[src/rtl/video_dma_desc_queue.sv]
// -----------------------------------------------------------------------------
// video_dma_desc_queue
//
// Descriptor queue sitting directly upstream of the video DMA controller.
// The CPU stages a descriptor (source, length, destination) through a small
// register interface and commits it into a FIFO. Each commit is validated
// before it is queued. The DMA sees the head entry on desc_valid/desc_* and
// pops it with desc_pop when it accepts the transfer.
//
// Ports:
//   clk             bus clock
//   rst             asynchronous, active-low reset
//   reg_we/reg_re   register write/read strobes
//   reg_addr        0=SRC, 1=LEN, 2=DST, 3=CTRL (write) / STATUS (read)
//   reg_wdata       write data
//   reg_rdata       registered read data, updated the cycle after reg_re
//   desc_valid      head entry valid (FIFO not empty)
//   desc_read_from  head source address
//   desc_length     head length in beats
//   desc_write_to   head destination address
//   desc_pop        DMA accepted the head entry this cycle
//   irq_err         registered OR of all sticky error flags
//
// CTRL write bits: [0] commit, [1] flush, [2] clear error flags.
// STATUS: [0] empty, [1] full, [2] err_ovf, [3] err_len, [4] err_range,
//         [5] err_incomplete, [15:8] count.
// -----------------------------------------------------------------------------
module video_dma_desc_queue #(
  parameter int DEPTH_LOG2    = 3,
  parameter int VIDEOMEM_SIZE = 18
) (
  input  logic                     clk,
  input  logic                     rst,
  input  logic                     reg_we,
  input  logic                     reg_re,
  input  logic [1:0]               reg_addr,
  input  logic [31:0]              reg_wdata,
  output logic [31:0]              reg_rdata,
  output logic                     desc_valid,
  output logic [15:0]              desc_read_from,
  output logic [15:0]              desc_length,
  output logic [VIDEOMEM_SIZE-1:0] desc_write_to,
  input  logic                     desc_pop,
  output logic                     irq_err
);

  localparam int DEPTH = 1 << DEPTH_LOG2;
  localparam int CW    = DEPTH_LOG2 + 1;
  localparam logic [VIDEOMEM_SIZE:0] VMEM_END = {1'b1, {VIDEOMEM_SIZE{1'b0}}};

  // A transfer may end exactly at the top of video memory but not beyond it.
  function automatic logic exceeds_vmem(input logic [VIDEOMEM_SIZE-1:0] dst,
                                        input logic [15:0]              len);
    logic [VIDEOMEM_SIZE:0] end_addr;
    end_addr = {1'b0, dst} + (VIDEOMEM_SIZE+1)'(len);
    return end_addr > VMEM_END;
  endfunction

  // Staging registers and the written-mask ({DST, LEN, SRC})
  logic [15:0]              stg_src;
  logic [15:0]              stg_len;
  logic [VIDEOMEM_SIZE-1:0] stg_dst;
  logic [2:0]               stg_mask;

  // FIFO storage and control
  logic [15:0]              src_mem [DEPTH];
  logic [15:0]              len_mem [DEPTH];
  logic [VIDEOMEM_SIZE-1:0] dst_mem [DEPTH];
  logic [DEPTH_LOG2-1:0]    wr_ptr;
  logic [DEPTH_LOG2-1:0]    rd_ptr;
  logic [CW-1:0]            count;

  logic err_ovf;
  logic err_len;
  logic err_range;
  logic err_incomplete;

  // Combinational decode / next-state
  logic                     ctrl_wr;
  logic                     do_commit;
  logic                     do_flush;
  logic                     do_clear;
  logic                     fifo_empty;
  logic                     fifo_full;
  logic                     pop_acc;
  logic                     push;
  logic                     set_ovf;
  logic                     set_len;
  logic                     set_range;
  logic                     set_incomplete;
  logic                     err_ovf_nxt;
  logic                     err_len_nxt;
  logic                     err_range_nxt;
  logic                     err_incomplete_nxt;
  logic [CW-1:0]            count_after_pop;
  logic [CW-1:0]            count_nxt;
  logic [DEPTH_LOG2-1:0]    wr_ptr_nxt;
  logic [DEPTH_LOG2-1:0]    rd_ptr_nxt;
  logic [15:0]              head_src_nxt;
  logic [15:0]              head_len_nxt;
  logic [VIDEOMEM_SIZE-1:0] head_dst_nxt;
  logic [31:0]              status;
  logic                     unused_wdata;

  // Upper write-data bits are don't-care for the narrower registers.
  assign unused_wdata = ^reg_wdata;

  assign fifo_empty = (count == '0);
  assign fifo_full  = (count == CW'(DEPTH));
  assign desc_valid = !fifo_empty;

  // ---- decode and commit validation ----
  always_comb begin
    ctrl_wr   = reg_we && (reg_addr == 2'd3);
    do_commit = ctrl_wr && reg_wdata[0];
    do_flush  = ctrl_wr && reg_wdata[1];
    do_clear  = ctrl_wr && reg_wdata[2];
    // A flush discards any same-cycle pop or commit.
    pop_acc   = desc_pop && !fifo_empty && !do_flush;

    push           = 1'b0;
    set_ovf        = 1'b0;
    set_len        = 1'b0;
    set_range      = 1'b0;
    set_incomplete = 1'b0;
    if (do_commit && !do_flush) begin
      if (stg_mask != 3'b111)                  set_incomplete = 1'b1;
      else if (stg_len == 16'd0)               set_len        = 1'b1;
      else if (exceeds_vmem(stg_dst, stg_len)) set_range      = 1'b1;
      else if (fifo_full && !pop_acc)          set_ovf        = 1'b1;
      else                                     push           = 1'b1;
    end

    // Clear acts first so a same-write failure stays visible.
    err_ovf_nxt        = (err_ovf        && !do_clear) || set_ovf;
    err_len_nxt        = (err_len        && !do_clear) || set_len;
    err_range_nxt      = (err_range      && !do_clear) || set_range;
    err_incomplete_nxt = (err_incomplete && !do_clear) || set_incomplete;
  end

  // ---- pointer/count next-state and head look-ahead ----
  always_comb begin
    count_after_pop = count - CW'(pop_acc);
    if (do_flush) begin
      count_nxt  = '0;
      wr_ptr_nxt = '0;
      rd_ptr_nxt = '0;
    end else begin
      count_nxt  = count_after_pop + CW'(push);
      wr_ptr_nxt = wr_ptr + DEPTH_LOG2'(push);
      rd_ptr_nxt = rd_ptr + DEPTH_LOG2'(pop_acc);
    end

    // When the entry being pushed becomes the head, it is not in memory yet,
    // so take it straight from the staging registers.
    if (push && (count_after_pop == '0)) begin
      head_src_nxt = stg_src;
      head_len_nxt = stg_len;
      head_dst_nxt = stg_dst;
    end else begin
      head_src_nxt = src_mem[rd_ptr_nxt];
      head_len_nxt = len_mem[rd_ptr_nxt];
      head_dst_nxt = dst_mem[rd_ptr_nxt];
    end

    status = {16'd0, 8'(count), 2'b00, err_incomplete, err_range, err_len,
              err_ovf, fifo_full, fifo_empty};
  end

  // ---- FIFO storage (data only, no reset) ----
  always_ff @(posedge clk) begin
    if (push) begin
      src_mem[wr_ptr] <= stg_src;
      len_mem[wr_ptr] <= stg_len;
      dst_mem[wr_ptr] <= stg_dst;
    end
  end

  // ---- control state, staging, head and read-data registers ----
  always_ff @(posedge clk or negedge rst) begin
    if (!rst) begin
      stg_src        <= '0;
      stg_len        <= '0;
      stg_dst        <= '0;
      stg_mask       <= '0;
      wr_ptr         <= '0;
      rd_ptr         <= '0;
      count          <= '0;
      err_ovf        <= 1'b0;
      err_len        <= 1'b0;
      err_range      <= 1'b0;
      err_incomplete <= 1'b0;
      irq_err        <= 1'b0;
      reg_rdata      <= '0;
      desc_read_from <= '0;
      desc_length    <= '0;
      desc_write_to  <= '0;
    end else begin
      if (reg_we) begin
        case (reg_addr)
          2'd0: begin
            stg_src     <= reg_wdata[15:0];
            stg_mask[0] <= 1'b1;
          end
          2'd1: begin
            stg_len     <= reg_wdata[15:0];
            stg_mask[1] <= 1'b1;
          end
          2'd2: begin
            stg_dst     <= reg_wdata[VIDEOMEM_SIZE-1:0];
            stg_mask[2] <= 1'b1;
          end
          default: begin
            if (push) stg_mask <= 3'b000;
          end
        endcase
      end

      wr_ptr <= wr_ptr_nxt;
      rd_ptr <= rd_ptr_nxt;
      count  <= count_nxt;

      err_ovf        <= err_ovf_nxt;
      err_len        <= err_len_nxt;
      err_range      <= err_range_nxt;
      err_incomplete <= err_incomplete_nxt;
      irq_err        <= err_ovf_nxt || err_len_nxt || err_range_nxt || err_incomplete_nxt;

      // Fields hold while the queue is empty; only a live head is loaded.
      if (count_nxt != '0) begin
        desc_read_from <= head_src_nxt;
        desc_length    <= head_len_nxt;
        desc_write_to  <= head_dst_nxt;
      end

      if (reg_re) begin
        case (reg_addr)
          2'd0:    reg_rdata <= 32'(stg_src);
          2'd1:    reg_rdata <= 32'(stg_len);
          2'd2:    reg_rdata <= 32'(stg_dst);
          default: reg_rdata <= status;
        endcase
      end
    end
  end

endmodule

[config.mk]
export PLATFORM = sky130hd
export DESIGN_NAME = video_dma_desc_queue
export DESIGN_NICKNAME = d
export VERILOG_FILES = /design/src/rtl/video_dma_desc_queue.sv
export SDC_FILE = /design/constraint.sdc
export NUM_CORES = 1
export LEC_CHECK = 0
export CAP_MARGIN = 5
export CORE_MARGIN = 4
export CORE_UTILIZATION = 35
export CTS_CLUSTER_DIAMETER = 120
export DETAILED_ROUTE_END_ITERATION = 8
export GPL_TIMING_DRIVEN = 0
export HOLD_SLACK_MARGIN = 0.1
export PLACE_DENSITY = 0.5
export SETUP_SLACK_MARGIN = 0.2
export SYNTH_ARGS = -nofsm -noshare
export SYNTH_HDL_FRONTEND = slang
export SYNTH_SLANG_ARGS = --single-unit
[constraint.sdc]
create_clock -name clk -period 4.5 [get_ports clk]
set_clock_uncertainty 0.2 [all_clocks]
set_input_delay 0.45 -clock clk [delete_from_list [all_inputs] [get_ports clk]]
set_output_delay 0.45 -clock clk [all_outputs]
set_load 0.005 [all_outputs]
==> summary.md <==
| Metric | Value |
|---|---|
| Outcome | `complete, but fails checks` |
| Failing checks | `negative setup slack` |
| Routability cong. | `0.8606` |
| Post-route insts no fill | `3022` |
| Dpl cells | `2846` |
| GR Overflow Total | `0` |
| Dominant synthesized flop cell | `edfxtp_1` |
| IO Count | `123` |
| Leak | `10.41 nW` |
| Detail Placement HPWL | `54.38 mm` |
| Max_cap viols | `0` |
| Cell-internal power | `12.81 mW` |
| Die area | `71150 sq um` |
| Top cell type by total area after synthesis | `edfxtp_1` |
| DRT iter0 DRCs | `a little over 2000` |
| Die width | `266.7 um` |
| Crit path launch type | `flip-flop` |
| Root Buffer Master | `clkbuf_16` |
| Synth warn | `0` |
| Yosys top cell area share | `51.27%` |
| Die height | `266.7 um` |
| WP data required | `4.84 ns` |
| Sequential-to-total area share from yosys stat | `65.79%` |
| Endpoints failing setup | `50` |
| Post-route ant nets | `0` |
| TritonCTS Buffers | `58` |
| Clock network power share | `21.8%` |
| Fin nets | `~2200` |
| Minimum clock period | `4.958 ns` |
| Fill cells | `6018` |
| Total length of routed wires | `85.42 mm` |
| Post-synthesis async set-or-reset flop share | `between 20% and 30%` |
| Switch Pwr | `8.628 mW` |
| Antenna Cells | `0` |
| Via Count | `17730` |
| Clock insertion delay at the later pin of the skew report | `0.62 ns` |
| Largest vdd supply drop | `between 0.0003 and 0.0004 V` |
| CP max-delay cell | `dfrtp_4` |
| # clock sinks | `536` |
| Share of layout cells above drive strength 1 | `20.20%` |
| IO buf count | `93` |
| Slowest stage delay, CP | `0.51 ns` |
| GRT Resource Usage Total | `between 20% and 30%` |
| Maximum number of pins on one net before global-route repair | `82` |
| Std-Cell Rows | `94` |
| Power per cell area | `726.7 nW/um^2` |
| Yosys reg bits | `536` |
| Clk buf depth | `3` |
| R2r setup slk | `-0.46 ns` |
| Clock-pin slew on the worst setup and hold paths | `around 0.060 ns` |
| CP Max Fanout | `6` |
| Post-Place Worst Slack | `-1.774 ns` |
| Sw Share | `40.24%` |
| Unrepaired setup endpoints after global routing | `yes` |
| Initial antenna violation count | `5` |
| DRC Markers | `0` |
| Vias in the first global route | `17350` |
| Crit. End Element | `flip-flop` |
| Pre-antenna DRT Iters | `6` |
| Crit path max-delay family | `compound AO/OA/AOI/OAI gates` |
| Core Area | `between 60000 and 70000 sq um` |
| Worst Tran Pin Value | `1.171 ns` |
| Setup WS post-layout | `-0.4577 ns` |
| Crit path buf inv count | `4` |
| CTS H-tree lvls | `2` |
| Critical path type | `flip-flop to flip-flop` |
| CTS tree | `done` |
| Initial core utilization | `a little over a third` |
| Synth unique cells | `73` |
| Reg power frac | `31.2%` |
| Mean Syn Cell Area | `approximately 13 sq um` |
| WL/cell | `28.27 um` |
| Syn-to-layout area delta | `25.94%` |
| Period utilization | `110.2%` |
| Gate power share | `between 40 and 50%` |
| Worst hold path class | `input pin to flip-flop` |
| Cell count after synthesis | `1867` |
| Hold slack | `approximately 0.16 ns` |
| Final hold viol count | `0` |
| Total Neg Setup Slack | `-20.25 ns` |
| Max Slew Vio Count | `0` |
| Synth cell count leaders | `400 x edfxtp_1, 292 x nand2_1, 136 x dfrtp_1` |
| First-pass GRT wire length | `123.0 mm` |
| Crit path cell chain | `ha_4 -> inv_2 -> fa_2 -> nor2b_4 -> o311a_4 -> o311a_4 -> o21ai_4 -> nand3b_4 -> a2111oi_4 -> nand4b_4 -> a21oi_4 -> ha_4 -> nand3_2 -> xnor2_1 -> nand2_2 -> and3_4 -> buf_12 -> clkbuf_16 -> clkbuf_16 -> o31ai_4 -> o311a_1` |
| Slew Limit Headroom | `21.33%` |
| Post-synthesis cell area | `23430 sq um` |
| WP data arrival | `approximately 5.3 ns` |
| Cell with the most instances after synthesis | `edfxtp_1` |
| Via-to-Cell Ratio | `5.868` |
| Number of enable flip-flop cells after synthesis | `400` |
| Peak Freq | `0.2017 GHz` |
| Main area contributors after synthesis | `edfxtp_1 51%, dfrtp_1 15%, nand2_1 4.7%` |
[area by class of cell]
cell class / count / area (sq um) / area share (%)
flip-flops and latches: 536 / 15480 / 52.45
multi-input cells: 1164 / 8148 / 27.61
repair buffers: 164 / 1878 / 6.365
clock buffers: 90 / 1674 / 5.674
well taps: 864 / 1081 / 3.664
plain buffers: 155 / 965.9 / 3.274
clock inverters: 19 / 170.2 / 0.5767
inverters: 30 / 112.6 / 0.3816
[power groups by stage]
stage                     sequential [mW]  combinational, mW  clock (mW)
after detailed placement             6.78               8.24           0
after CTS                            6.67               9.33        4.76
after global routing                 6.73               10.8        4.95
after global placement               6.76               8.16           0
final                                6.69               10.1        4.68
after floorplan                      6.43               5.08           0
[cells by family (layout without fill, tap and decap cells)]
group	Yosys count	count (layout)	share of synthesized area, %
compound gates	409	409	13.45
xor+xnor	12	12	0.4486
fa+ha+maj	29	29	1.581
buf+inv	186	458	3.338
flops	536	536	65.79
mux	62	62	2.969
other cells	1	14	0.01601
simple gates	632	638	12.41
[metrics by stage]
| step | power (mW) | utilization (%) | area (sq um) |
|---|---|---|---|
| global route | 22.50 | 44.64 | 29510 |
| floorplan | 11.51 | - | 23600 |
| CTS | 20.75 | 43.78 | 28940 |
| finish | 21.44 | 44.64 | 29510 |
| global placement | 14.92 | 38.75 | 25610 |
| detailed placement | 15.02 | 39.11 | 25850 |
[worst reg2reg max path, delay by kind of cell, from the launching register on]
| kind | cells | cell delay, ns |
|---|---|---|
| AOI/OAI and AO/OA | 7 | 1.97 |
| DFF | 1 | 0.51 |
| and+or+nand+nor | 6 | 0.83 |
| xor gates and xnor gates | 1 | 0.24 |
| adders and majority gates | 3 | 0.59 |
| buffers and inverters | 4 | 0.56 |
[state kept, by name, summed over array words and instances (netlist names)]
register / cells
src_mem: 128
dst_mem: 144
stg_len: 16
err_len: 1
reg_rdata: 18
wr_ptr: 3
count: 4
desc_read_from: 16
stg_mask: 3
err_range: 1
desc_length: 16
err_incomplete: 1
irq_err: 1
err_ovf: 1
len_mem: 128
stg_dst: 18
stg_src: 16
desc_write_to: 18
rd_ptr: 3
[metal layers]
layer  GRT usage (%)  routed length (um)  up-vias
li1                -                   -     7700
met1           34.88               37980     9108
met2           35.86               38230      816
met3           3.669                6788      106
met4           6.996                2397        2
met5               0                  14        -
[final timing paths]
kind                                               to  cells past startpoint                     from
min reg2reg                   stg_mask[1]$_DFFE_PN0P_                      2  stg_mask[1]$_DFFE_PN0P_
max                        desc_length[0]$_DFFE_PN0P_                     21   stg_len[0]$_DFFE_PN0P_
max in group asynchronous  desc_length[0]$_DFFE_PN0P_                      3                      rst
max reg2reg                desc_length[0]$_DFFE_PN0P_                     21   stg_len[0]$_DFFE_PN0P_
min in group asynchronous     stg_dst[16]$_DFFE_PN0P_                      2                      rst
min                               err_range$_DFF_PN0_                      4                   reg_we
[what timing repair did]
| action | 4_1_cts | 5_1_grt |
|---|---|---|
| buffers inserted | 37 | 16 |
| gates resized for setup | 167 | 94 |
| hold endpoints to repair | 57 | 0 |
| endpoints found under the setup margin | 461 | 452 |
| pin swaps | 52 | 57 |
| hold buffers | 2 | 0 |
| cloned | 13 | 0 |
[cells in the final DEF (no fill, tap or decap), types with 25 or more instances in the layout]
master | synthesis | routed
clkbuf_16 | 0 | 73
nor2_1 | 72 | 70
inv_1 | 26 | 25
edfxtp_1 | 400 | 400
o221ai_1 | 101 | 100
clkdlybuf4s50_1 | 0 | 92
o311a_1 | 49 | 48
nor3_1 | 53 | 53
or3_1 | 48 | 46
nand3_1 | 115 | 113
buf_4 | 17 | 54
a31oi_1 | 53 | 53
mux2_2 | 60 | 60
dfrtp_1 | 136 | 104
nand2_1 | 292 | 265
a21oi_1 | 70 | 67
clkbuf_1 | 109 | 97
(Power assumes the default switching activity.)
